===== src/rtl/dds_hop_sched.sv =====
`timescale 1ns/1ps
`default_nettype none
// ============================================================================
// Module   : dds_hop_sched
// Purpose  : Table-driven frequency-hop scheduler feeding four ad9914_ctrl
//            instances. Steps through {mask, FTW} entries. For each entry it
//            loads the lower/upper limit FTWs, runs the update/busy handshake
//            with every selected channel, then holds for a dwell time.
// Ports    : clk/rst        - clock, synchronous active-low reset
//            tbl_*          - table write port (idle only), entry count
//            dwell          - hold cycles per entry (0 behaves as 1)
//            start/stop     - sequence control
//            running/done/err_timeout/cur_index/hop_strobe - status
//            ftw_l/ftw_u    - per-channel limit FTWs (32 bits per channel)
//            update/busy    - per-channel handshake with the controllers
// Config   : HOP_LOOP_EN - when defined, the table wraps forever until stop.
// Revision : 1.0 - initial release
// ============================================================================
module dds_hop_sched #(
  parameter int DEPTH_LOG2   = 4,
  parameter int DWELL_W      = 32,
  parameter int BUSY_TIMEOUT = 1000000
) (
  input  logic                  clk,
  input  logic                  rst,
  input  logic                  tbl_we,
  input  logic [DEPTH_LOG2-1:0] tbl_addr,
  input  logic [35:0]           tbl_wdata,
  input  logic [DEPTH_LOG2:0]   tbl_len,
  input  logic [DWELL_W-1:0]    dwell,
  input  logic                  start,
  input  logic                  stop,
  output logic                  running,
  output logic                  done,
  output logic                  err_timeout,
  output logic [DEPTH_LOG2-1:0] cur_index,
  output logic                  hop_strobe,
  output logic [127:0]          ftw_l,
  output logic [127:0]          ftw_u,
  output logic [3:0]            update,
  input  logic [3:0]            busy
);

  localparam int DEPTH = 1 << DEPTH_LOG2;
  localparam int TO_W  = $clog2(BUSY_TIMEOUT + 1);
  localparam logic [TO_W-1:0]     TO_LAST = TO_W'(BUSY_TIMEOUT - 1);
  localparam logic [DEPTH_LOG2:0] DEPTH_V = {1'b1, {DEPTH_LOG2{1'b0}}};

  typedef enum logic [2:0] {
    S_IDLE     = 3'd0,
    S_LOAD_RD  = 3'd1,
    S_LOAD_CAP = 3'd2,
    S_REQ      = 3'd3,
    S_WAIT     = 3'd4,
    S_DWELL    = 3'd5
  } state_t;

  state_t                  state_q, state_d;
  logic [DEPTH_LOG2-1:0]   index_q, index_d;
  logic [3:0]              mask_q, mask_d;
  logic [127:0]            ftw_l_q, ftw_l_d;
  logic [127:0]            ftw_u_q, ftw_u_d;
  logic [3:0]              update_q, update_d;
  logic                    stop_q, stop_d;
  logic [TO_W-1:0]         to_cnt_q, to_cnt_d;
  logic [DWELL_W-1:0]      dcnt_q, dcnt_d;
  logic                    done_q, done_d;
  logic                    hop_q, hop_d;
  logic                    err_q, err_d;

  logic [35:0]             mem_q [DEPTH];
  logic [35:0]             rdata_q;

  logic [DEPTH_LOG2:0]     len_c;
  logic [DWELL_W-1:0]      dwell_last;
  logic [DEPTH_LOG2:0]     idx_inc;

  // Table RAM: not reset, writes accepted only while idle, 1-cycle read.
  // The read address is the current index, so the word captured at the end
  // of LOAD_RD belongs to the entry being loaded.
  always_ff @(posedge clk) begin
    if (tbl_we && (state_q == S_IDLE)) begin
      mem_q[tbl_addr] <= tbl_wdata;
    end
    rdata_q <= mem_q[index_q];
  end

  always_comb begin
    len_c      = (tbl_len > DEPTH_V) ? DEPTH_V : tbl_len;
    dwell_last = (dwell == '0) ? '0 : dwell - 1'b1;
    idx_inc    = {1'b0, index_q} + 1'b1;
  end

  always_comb begin
    state_d  = state_q;
    index_d  = index_q;
    mask_d   = mask_q;
    ftw_l_d  = ftw_l_q;
    ftw_u_d  = ftw_u_q;
    update_d = update_q;
    stop_d   = stop_q;
    to_cnt_d = to_cnt_q;
    dcnt_d   = dcnt_q;
    done_d   = 1'b0;
    hop_d    = 1'b0;
    err_d    = err_q;

    case (state_q)
      S_IDLE: begin
        if (start && !stop) begin
          if (len_c == '0) begin
            done_d = 1'b1;
          end else begin
            state_d = S_LOAD_RD;
            index_d = '0;
            err_d   = 1'b0;
            stop_d  = 1'b0;
          end
        end
      end

      S_LOAD_RD: begin
        state_d = stop ? S_IDLE : S_LOAD_CAP;
      end

      S_LOAD_CAP: begin
        if (stop) begin
          state_d = S_IDLE;
        end else begin
          mask_d = rdata_q[35:32];
          for (int n = 0; n < 4; n++) begin
            if (rdata_q[32+n]) begin
              ftw_l_d[32*n +: 32] = rdata_q[31:0];
              ftw_u_d[32*n +: 32] = rdata_q[31:0] + 32'd1;
            end
          end
          if (rdata_q[35:32] == 4'b0) begin
            // Empty mask: no handshake, straight to the hold time.
            state_d = S_DWELL;
            dcnt_d  = '0;
          end else begin
            state_d  = S_REQ;
            update_d = rdata_q[35:32];
            to_cnt_d = '0;
          end
        end
      end

      S_REQ: begin
        if (to_cnt_q == TO_LAST) begin
          state_d  = S_IDLE;
          update_d = 4'b0;
          err_d    = 1'b1;
        end else begin
          // Each request bit drops independently once its busy is seen.
          update_d = update_q & ~busy;
          to_cnt_d = to_cnt_q + 1'b1;
          stop_d   = stop_q | stop;
          if (update_d == 4'b0) begin
            state_d = S_WAIT;
          end
        end
      end

      S_WAIT: begin
        if ((busy & mask_q) == 4'b0) begin
          hop_d = 1'b1;
          if (stop_q || stop) begin
            state_d = S_IDLE;
          end else begin
            state_d = S_DWELL;
            dcnt_d  = '0;
          end
        end else if (to_cnt_q == TO_LAST) begin
          state_d  = S_IDLE;
          update_d = 4'b0;
          err_d    = 1'b1;
        end else begin
          to_cnt_d = to_cnt_q + 1'b1;
          stop_d   = stop_q | stop;
        end
      end

      S_DWELL: begin
        if (stop) begin
          state_d = S_IDLE;
        end else if (dcnt_q == dwell_last) begin
          if (idx_inc >= len_c) begin
`ifdef HOP_LOOP_EN
            index_d = '0;
            state_d = S_LOAD_RD;
`else
            done_d  = 1'b1;
            state_d = S_IDLE;
`endif
          end else begin
            index_d = idx_inc[DEPTH_LOG2-1:0];
            state_d = S_LOAD_RD;
          end
        end else begin
          dcnt_d = dcnt_q + 1'b1;
        end
      end

      default: begin
        state_d  = S_IDLE;
        update_d = 4'b0;
      end
    endcase
  end

  always_ff @(posedge clk) begin
    if (!rst) begin
      state_q  <= S_IDLE;
      index_q  <= '0;
      mask_q   <= '0;
      ftw_l_q  <= '0;
      ftw_u_q  <= '0;
      update_q <= '0;
      stop_q   <= 1'b0;
      to_cnt_q <= '0;
      dcnt_q   <= '0;
      done_q   <= 1'b0;
      hop_q    <= 1'b0;
      err_q    <= 1'b0;
    end else begin
      state_q  <= state_d;
      index_q  <= index_d;
      mask_q   <= mask_d;
      ftw_l_q  <= ftw_l_d;
      ftw_u_q  <= ftw_u_d;
      update_q <= update_d;
      stop_q   <= stop_d;
      to_cnt_q <= to_cnt_d;
      dcnt_q   <= dcnt_d;
      done_q   <= done_d;
      hop_q    <= hop_d;
      err_q    <= err_d;
    end
  end

  assign running     = (state_q != S_IDLE);
  assign done        = done_q;
  assign err_timeout = err_q;
  assign cur_index   = index_q;
  assign hop_strobe  = hop_q;
  assign ftw_l       = ftw_l_q;
  assign ftw_u       = ftw_u_q;
  // Requests are gated by reset so the controllers see them drop at once.
  assign update      = update_q & {4{rst}};

endmodule
`default_nettype wire

===== config.mk =====
export PLATFORM = sky130hd
export DESIGN_NAME = dds_hop_sched
export DESIGN_NICKNAME = d
export VERILOG_FILES = /design/src/rtl/dds_hop_sched.sv
export SDC_FILE = /design/constraint.sdc
export NUM_CORES = 1
export LEC_CHECK = 0
export CELL_PAD_IN_SITES_DETAIL_PLACEMENT = 1
export CELL_PAD_IN_SITES_GLOBAL_PLACEMENT = 1
export CORE_AREA = 2 2 213 320
export DETAILED_ROUTE_END_ITERATION = 16
export DIE_AREA = 0 0 215 322
export DONT_BUFFER_PORTS = 1
export PLACE_DENSITY_LB_ADDON = 0.05
export SLEW_MARGIN = 10
export SYNTH_ARGS = -nofsm -noshare
export SYNTH_HDL_FRONTEND = slang
export SYNTH_SLANG_ARGS = --single-unit
export TNS_END_PERCENT = 1

===== constraint.sdc =====
create_clock -name clk -period 12.2 [get_ports clk]
set_input_delay 1.22 -clock clk [delete_from_list [all_inputs] [get_ports clk]]
set_output_delay 1.22 -clock clk [all_outputs]
set_load 0.02 [all_outputs]

Yosys cells after proc, flatten, opt, wreduce, memory -nomap -nowiden
Memory sizes are Yosys's and may differ from the RTL's. A register that Yosys moved wholly into a read port is not among the register bits.
Cells that the tools add are included.
Widths: inputs -> output; s select.
{ "totals": {"register_bits": 327, "ramBits": 576, "out_inout_bits": 268, "wordCells": 141, "memories": 1} }
{ "classes": {"add_sub_neg": 5, "n_lt_le_gt_ge": 2, "n_eq_ne": 23, "mux": 57, "bitwise_logic": 7, "reduce_logical": 28} }
{ "mem_list": {"columns": ["memory", "words", "word_bits", "rd", "rd_ports_with_merged_regs", "wr", "line", "text"], "rows": [
  ["mem_q", 16, 36, 1, 1, 1, "71", "logic [35:0] mem_q [DEPTH];"]
]} }
{ "op_table": {"columns": ["cell", "count"], "rows": [
  ["$mux 32", 7],
  ["$pmux 32 s3", 1],
  ["$mux 20", 4],
  ["$add 32x1->32 const B", 2],
  ["$pmux 20 s3", 1],
  ["$mux 4", 10],
  ["$mux 3", 11],
  ["$eq 32x32->1", 1],
  ["$logic_not 32->1", 1],
  ["$sub 32x1->32 const B", 1],
  ["$ne 2x2->1 const B", 12],
  ["$add 20x1->20 const B", 1],
  ["$eq 20x20->1 const B", 1],
  ["$pmux 3 s6", 1],
  ["$pmux 4 s4", 1],
  ["$mux 1", 15],
  ["$and 4x4->4", 3],
  ["$logic_not 4->1", 3],
  ["$reduce_and 3->1", 4],
  ["$reduce_bool 3->1", 4],
  ["$reduce_and 5->1", 2],
  ["$ne 3x3->1 const B", 3],
  ["$pmux 4 s2", 1],
  ["$reduce_and 4->1", 2],
  ["24 further kinds", 30]
]} }

Logic depth before layout (Yosys ltp)
Gate-level depths: netlist (run 1).
{ "logic_depth": {"ltp_word": 7, "mapped_depth": 15} }

Least setup slack after synthesis (run 1)
OpenSTA, ideal clock, no wires.
{ "synth_timing": {"path_type": "input to register", "from": "input port tbl_we", "to": "memory mem_q[0][0] (enable)", "arrival_ns": 4.140, "required_ns": 11.726, "setup_slack_ns": 7.586, "path_stages": 3, "cell_sequence": "nand2_1 > or3_1 > nor3_1"} }
{ "synth_between": {"elab_chain_cells": 3} }
{ "synth_rtl": {"columns": ["element", "line", "text"], "rows": [
  ["from (decl)", "26", "input logic tbl_we,"],
  ["$logic_and 1x1->1", "82", "if (tbl_we && (state_q == S_IDLE)) begin"],
  ["$mux 1", "82", null],
  ["$mux 1 (implied by the code)", "83", "mem_q[tbl_addr] <= tbl_wdata;"],
  ["to (decl)", "71", null]
]} }
Every way passes these cells.

Worst setup path after layout (run 1)
{ "layout_timing": {"from": "input port dwell[0]", "to": "register dcnt_q[24]"} }
{ "layout_between": {"elab_chain_cells": 5, "elab_cells_between_ends": 6, "classes_between": "add/sub: 1; eq/ne: 2; mux: 1; reduce/logical: 2"} }
{ "layout_rtl": {"columns": ["element", "line", "text"], "rows": [
  ["from (decl)", "30", "input logic [DWELL_W-1:0] dwell,"],
  ["$sub 32x1->32 / $logic_not 32->1 (equally long branches)", "90", "dwell_last = (dwell == '0) ? '0 : dwell - 1'b1;"],
  ["$mux 32 (*)", "90", null],
  ["$eq 32x32->1 (*)", "187", "end else if (dcnt_q == dwell_last) begin"],
  ["$ne 2x2->1 (no source line) (*)", null, null],
  ["$reduce_and 7->1 (no source line) (*)", null, null],
  ["to (signal assigned)", "235", "dcnt_q <= dcnt_d;"],
  ["to (decl)", "66", "logic [DWELL_W-1:0] dcnt_q, dcnt_d;"]
]} }
Every way passes the cells marked *; elsewhere a longest branch is shown, timed or not.
A chain may end at the register's enable or synchronous reset.

==> results of run 1 <==
[synth_stat cells (4+ instances only)]
master	count	area share, %
nor4b_1	4	0.093
o21ai_1	19	0.25
a22oi_1	7	0.14
nand4_1	28	0.47
nor4_1	15	0.25
and3_1	24	0.40
o211a_1	121	3.2
o21a_1	5	0.10
nand2b_1	13	0.22
clkbuf_1	144	1.4
and4_1	8	0.19
a21boi_0	139	2.8
a21oi_1	42	0.56
inv_1	29	0.29
a21o_1	8	0.16
nor3b_1	4	0.080
edfxtp_1	576	46
dfxtp_1	363	19
nor2_1	89	0.89
nor3_1	24	0.32
or3_1	35	0.58
or4_1	11	0.22
xor2_1	44	1.0
o21ai_0	26	0.35
nand3b_1	4	0.080
ha_1	10	0.33
nand3_1	35	0.47
and2_1	12	0.20
o211ai_1	7	0.14
o31ai_1	6	0.12
mux4_2	180	11
mux2i_1	5	0.13
buf_1	22	0.22
o22ai_1	5	0.083
o41ai_1	4	0.093
a22o_1	8	0.19
nand2_1	472	4.7
or2_2	5	0.083
nor2b_1	8	0.13
xnor2_1	37	0.86
[critical path, cell delays in order]
cell,delay (ps)
inv_1,80
ha_1,260
or4b_1,600
nor4_4,340
nor4b_2,900
a21oi_1,80
o32a_1,340
a2111oi_2,420
nand3_2,270
o31ai_2,980
o21ai_1,190
a21oi_1,180
[metrics by stage]
| step | utilization, % | setup slack, ps |
|---|---|---|
| floorplan | - | 7590 |
| global placement | 57.7 | 6500 |
| detailed placement | 57.7 | 6260 |
| CTS | 62.0 | 6910 |
| global route | 62.0 | 6440 |
| finish | 62.0 | 6910 |
[worst min path at each step]
stage / from / endpoint / cells after the start
after detailed placement: stop_q$_SDFFE_PN0P_ / stop_q$_SDFFE_PN0P_ / 2
after CTS: stop_q$_SDFFE_PN0P_ / stop_q$_SDFFE_PN0P_ / 2
after floorplan: mask_q[2]$_SDFFE_PN0P_ / mask_q[2]$_SDFFE_PN0P_ / 2
after global routing: stop_q$_SDFFE_PN0P_ / stop_q$_SDFFE_PN0P_ / 2
after global placement: mask_q[3]$_SDFFE_PN0P_ / mask_q[3]$_SDFFE_PN0P_ / 2
final: stop_q$_SDFFE_PN0P_ / stop_q$_SDFFE_PN0P_ / 2
[final cells by class]
cell class	instances	share of cell area, %
clock buffer	114	5.64
tap	885	2.69
clock inverter	38	1.28
timing repair buffer	33	0.632
inverter	29	0.264
sequential	939	59.6
multi-input combinational	1521	29.9
[layer usage]
metal | global-route usage (%) | part of all wire [%] | vias up
met5 | 0 | 0 | -
met4 | 12.4 | 3.7 | 0
met3 | 6.76 | 7.6 | 188
met2 | 53.5 | 51 | 850
met1 | 36.7 | 37 | 11800
li1 | - | - | 9892
[power by group through the flow]
stage	Clock (W)	Combinational [W]	Sequential (W)
6_report	0.00273	0.000112	0.00343
5_1_grt	0.00287	0.000121	0.00343
4_1_cts	0.00277	0.000113	0.00343
3_5_place_dp	0	0.000112	0.00350
3_3_place_gp	0	0.000108	0.00349
2_1_floorplan	0	0.0000907	0.00349
[flip-flops by register name, summed over array words and instances, names as in the netlist]
| register | flops |
|---|---|
| err_timeout | 1 |
| stop_q | 1 |
| done | 1 |
| to_cnt_q | 20 |
| mask_q | 4 |
| update_q | 4 |
| hop_strobe | 1 |
| cur_index | 4 |
| dcnt_q | 32 |
| state_q | 3 |
| ftw_u | 128 |
| ftw_l | 128 |
| rdata_q | 36 |
| mem_q | 576 |
[kinds of logic after synthesis]
kind of cell               Yosys count  share of synthesized area (%)
AOI/OAI and AO/OA                  432                           9.13
DFF                                939                           65.4
xor gates and xnor gates            83                           2.01
muxes                              187                           11.0
adders and majority gates           10                          0.333
and+or+nand+nor                    809                           9.97
buffers and inverters              203                           2.12
==> results_dict.tcl, run 1 <==
set metrics [dict create \
    status "complete, no violations" \
    clock-sinks 939 \
    synth_cell_types 81 \
    skew_ps 35.0 \
    syn_area_um2 37500 \
    rsz0062_at_grt "false" \
    grt_start_max_net_pins 295 \
    wl_per_cell_um 29.7 \
    hold_viol_final 0 \
    drtIter0Drc 1816 \
    die-area_um2 69200 \
    path_class "input port to flip-flop" \
    rr_endpoint "dcnt_q[24]$_SDFFE_PN0P_" \
    powerDensity_nw_per_um2 152 \
    swShare_pct 20.3 \
    grt_antenna_before_repair 3 \
    start_util_pct 56.5 \
    wl_mm 106 \
    instances_no_fill 3559 \
    via_count 22800 \
    cts-root-buf "clkbuf_16" \
    clock_path_buffers 3 \
    pwr-share-clk_pct 43.6 \
    diodes 0 \
    syn_inst 2663 \
    worstPathMaxFanout 20 \
    startpoint_type "input port" \
    clkLatencyLatePin_ps 670 \
    n_fill_cell 6218 \
    final_max_slew_viol_count 0 \
    mostFrequentLayoutCell "edfxtp_1" \
    slew_headroom_pct 23.4 \
    die_w_um 215 \
    synth.avg_cell_area_um2 14.1 \
    period_needed_ps 5290 \
    syn2layout_area_growth_pct 9.78 \
    postCtsSetupRepairBufs 0 \
    fin_worst_hold_slack_ps 488 \
    cap_violations 0 \
    arrival_ps 5860 \
    hpwlAfterDp_mm 64.8 \
    cp.required_ps 12770 \
    gp_routability_congestion 0.873 \
    post_dp_cell_area_um2 38400 \
    syn_nets 2759 \
    core_um2 66500 \
    cts_hold_buf 0 \
    synthArstFlopShare_pct 0 \
    multi_input_area_um2 12300 \
    path_clk_slew_ps 60 \
    synth_edf_count 576 \
    setup_tns_ps 0 \
    seqCellArea_um2 24600 \
    grt_pass1_wl_mm 156 \
    rows 116 \
    drc 0 \
    grt.overflow.total 0 \
    grt_use_total_pct 30.5 \
    cts_max_level 3 \
    cts-resized-gates 0 \
    drt-pass1-iter-count 5 \
    end_kind "flip-flop" \
    detail-route-antenna-nets 0 \
    drt-vias-per-instance 6.39 \
    place_inst 3407 \
    reg2regPathDepth 10 \
    grt_pass1_vias 23800 \
    io_buffers 0 \
    p_total_w 0.00627 \
    p_leak_nw 14.3 \
    yosys_most_used_dff "edfxtp_1" \
    yosysSeqAreaShare_pct 65.4 \
    synth-warning-count 0 \
    drive_gt1_share_pct 14.7 \
    r2r_slack_ps 8200 \
    fin_nets 2702 \
    cts_buffers 82 \
    seqPwrFrac_pct 54.7 \
    final_cell_mix "edfxtp_1, nand2_1, dfxtp_1" \
    comb_power_share_pct 1.8 \
    p_switching_w 0.00127 \
    ir_drop_mv 0.208 \
    setup.worst_path.start "dwell[0]" \
    finalSetupViolations 0 \
    fmax_mhz 189 \
    fin_crit_sh_pct 43.4 \
    cp-endpoint "dcnt_q[24]$_SDFFE_PN0P_" \
    pin_count 354 \
    worst-slew-pin-transition_ps 1150 \
    p_int_w 0.00500 \
    finalInstanceArea_um2 41200 \
    synth_seq_cells 939 \
    r2r-start "dcnt_q[14]$_SDFFE_PN0P_" \
    cts_tree "yes" \
    dieHeight_um 322 \
    hold_class "flip-flop to flip-flop" \
]
Power figures use the tool's default switching activity.
==> run 2, diff against run 1 <==
--- a/config.mk
+++ b/config.mk
@@ -7,9 +7,9 @@
 export LEC_CHECK = 0
 export CELL_PAD_IN_SITES_DETAIL_PLACEMENT = 1
 export CELL_PAD_IN_SITES_GLOBAL_PLACEMENT = 1
-export CORE_AREA = 2 2 213 320
+export CORE_AREA = 2 2 221 331
 export DETAILED_ROUTE_END_ITERATION = 16
-export DIE_AREA = 0 0 215 322
+export DIE_AREA = 0 0 223 333
 export DONT_BUFFER_PORTS = 1
 export PLACE_DENSITY_LB_ADDON = 0.05
 export SLEW_MARGIN = 10
==> constraint.sdc (replaced) <==
create_clock -name clk -period 4.9 [get_ports clk]
set_input_delay 0.49 -clock clk [delete_from_list [all_inputs] [get_ports clk]]
set_output_delay 0.49 -clock clk [all_outputs]
set_load 0.02 [all_outputs]
==> run 2 against run 1 <==
Against the previous run: global-route usage decreased by 2.2 points; largest power group unchanged; worst hold slack got worse by 440 ps; critical path type unchanged; die area grew 7.3%.
==> results_dict.tcl, run 2 (same netlist as run 1, synthesis figures left out) <==
set metrics [dict create \
    path_class "input port to flip-flop" \
    final_cell_mix "edfxtp_1, nand2_1, dfxtp_1" \
    crit_buf_inv 1 \
    worstPathMaxFanout 20 \
    end_kind "flip-flop" \
    drtIter0Drc 1720 \
    p_leak_nw 14.5 \
    status "complete, no violations" \
    cp.required_ps 5430 \
    p_switching_w 0.00327 \
    largest-register "mem_q" \
    powerDensity_nw_per_um2 378 \
    fin_nets 2752 \
    fmax_mhz 256 \
    wl_per_cell_um 28.8 \
    fin_crit_sh_pct 79.8 \
    final_max_slew_viol_count 0 \
    start_util_pct 52.6 \
    die_w_um 223 \
    fin_worst_hold_slack_ps 49.2 \
    crit_slowest_cell "or4b_1" \
    via_count 22900 \
    cts_buffers 85 \
    swShare_pct 20.7 \
    core_um2 71300 \
    p_int_w 0.0125 \
    cts_tree "yes" \
    cpPeakStageDelay_ps 710 \
    pwr-share-clk_pct 43.5 \
    setup_tns_ps 0 \
    hpwlAfterDp_mm 65.6 \
    worst-slew-pin-transition_ps 1140 \
    grt.overflow.total 0 \
    grt_antenna_before_repair 7 \
    largest_reg_flops 576 \
    cts_max_level 3 \
    drc 0 \
    hold_viol_final 0 \
    startpoint_type "input port" \
    path_clk_slew_ps 70 \
    skew_ps 23.9 \
    die-area_um2 74300 \
    grt_start_max_net_pins 211 \
    arrival_ps 4440 \
    drive_gt1_share_pct 14.7 \
    hold_class "input port to flip-flop" \
    grt_pass1_wl_mm 156 \
    dieHeight_um 333 \
    cts-root-buf "clkbuf_16" \
    grt_pass1_vias 23900 \
    rows 120 \
    gp_routability_congestion 0.867 \
    seqPwrFrac_pct 54.1 \
    rsz0062_at_grt "false" \
    cap_violations 0 \
    detail-route-antenna-nets 0 \
    postCtsSetupRepairBufs 0 \
    pin_count 354 \
    crit_top_cell "or4b_1" \
    slew_headroom_pct 24.0 \
    comb_power_share_pct 2.4 \
    path_delay_family "simple AND/OR/NAND/NOR gates" \
    grt_use_total_pct 28.3 \
    period_needed_ps 3910 \
    wl_mm 105 \
    drt-pass1-iter-count 5 \
    finalSetupViolations 0 \
    drt-vias-per-instance 6.28 \
    crit_chain "inv_1, ha_1, or4b_1, nor4_4, or4b_1, a211o_1, a222oi_1, o2111a_2, and4_1, a21o_1, or3_1, a21oi_1" \
    ir_drop_mv 0.357 \
    clkLatencyLatePin_ps 670 \
    syn2layout_area_growth_pct 11.4 \
    io_buffers 0 \
    clock_path_buffers 3 \
    clock-sinks 939 \
    mostFrequentLayoutCell "edfxtp_1" \
    p_total_w 0.0158 \
]
-- run 2: changes by cell type in the layout (fill, tap and decap cells not counted), moves of 3 or more --
cell	before	now
clkbuf_1	18	22
dlygate4sd3_1	0	37
clkbuf_8	13	8
clkbuf_16	83	86
buf_12	1	6
buf_4	32	36
-- run 2: path summary, 6_finish.rpt --
check / to / depth (start not counted) / slack [ps] / from
max: dcnt_q[13]$_SDFFE_PN0P_ / 12 / 990 / dwell[0]
min: state_q[1]$_SDFFE_PN0P_ / 3 / 50 / stop
max reg2reg: dcnt_q[13]$_SDFFE_PN0P_ / 10 / 1380 / dcnt_q[14]$_SDFFE_PN0P_
min reg2reg: mask_q[0]$_SDFFE_PN0P_ / 2 / 480 / mask_q[0]$_SDFFE_PN0P_
-- run 2: tightest hold or removal path: cells and delay by family --
kind / cells / cell delay (ps)
AOI/OAI and AO/OA: 2 / 130
and+or+nand+nor: 1 / 20
-- run 2: power by group through the flow --
| stage | clock, W | combinational (W) | sequential [W] |
|---|---|---|---|
| finish | 0.00687 | 0.000378 | 0.00853 |
| global route | 0.00724 | 0.000411 | 0.00854 |
| CTS | 0.00699 | 0.000380 | 0.00853 |
| detailed placement | 0 | 0.000281 | 0.00871 |
| global placement | 0 | 0.000275 | 0.00870 |
| floorplan | 0 | 0.000226 | 0.00869 |
-- run 2: through the flow --
stage                     std cells  area, um2  util (%)  setup WS [ps]
final                          3642      41800      58.6            987
after global routing           3641      41800      58.6            780
after CTS                      3641      41800      58.6           1030
after detailed placement       3446      38500      54.0            344
after global placement         3446      38500      54.0            446
after floorplan                2663      37500         -            597
-- run 2: layout make-up --
type | count | area, um2
inverters | 29 | 109
diodes | 1 | 2.50
fillers | 6662 | 29500
multi-input cells | 1521 | 12300
clock inverters | 41 | 531
flip-flops and latches | 939 | 24600
repair buffers | 80 | 788
well taps | 915 | 1140
clock buffers | 116 | 2340
-- run 2: routing by layer --
| metal | track usage (%) | part of all wire [%] |
|---|---|---|
| met1 | 33.8 | 38 |
| met2 | 49.3 | 51 |
| met3 | 6.64 | 7.2 |
| met4 | 11.5 | 3.9 |
| met5 | 0 | 0.037 |
-- run 2: timing repair --
action / CTS / global route
endpoints found under the hold margin: 662 / 0
hold buffers: 38 / 0
gates resized for setup: 0 / 0
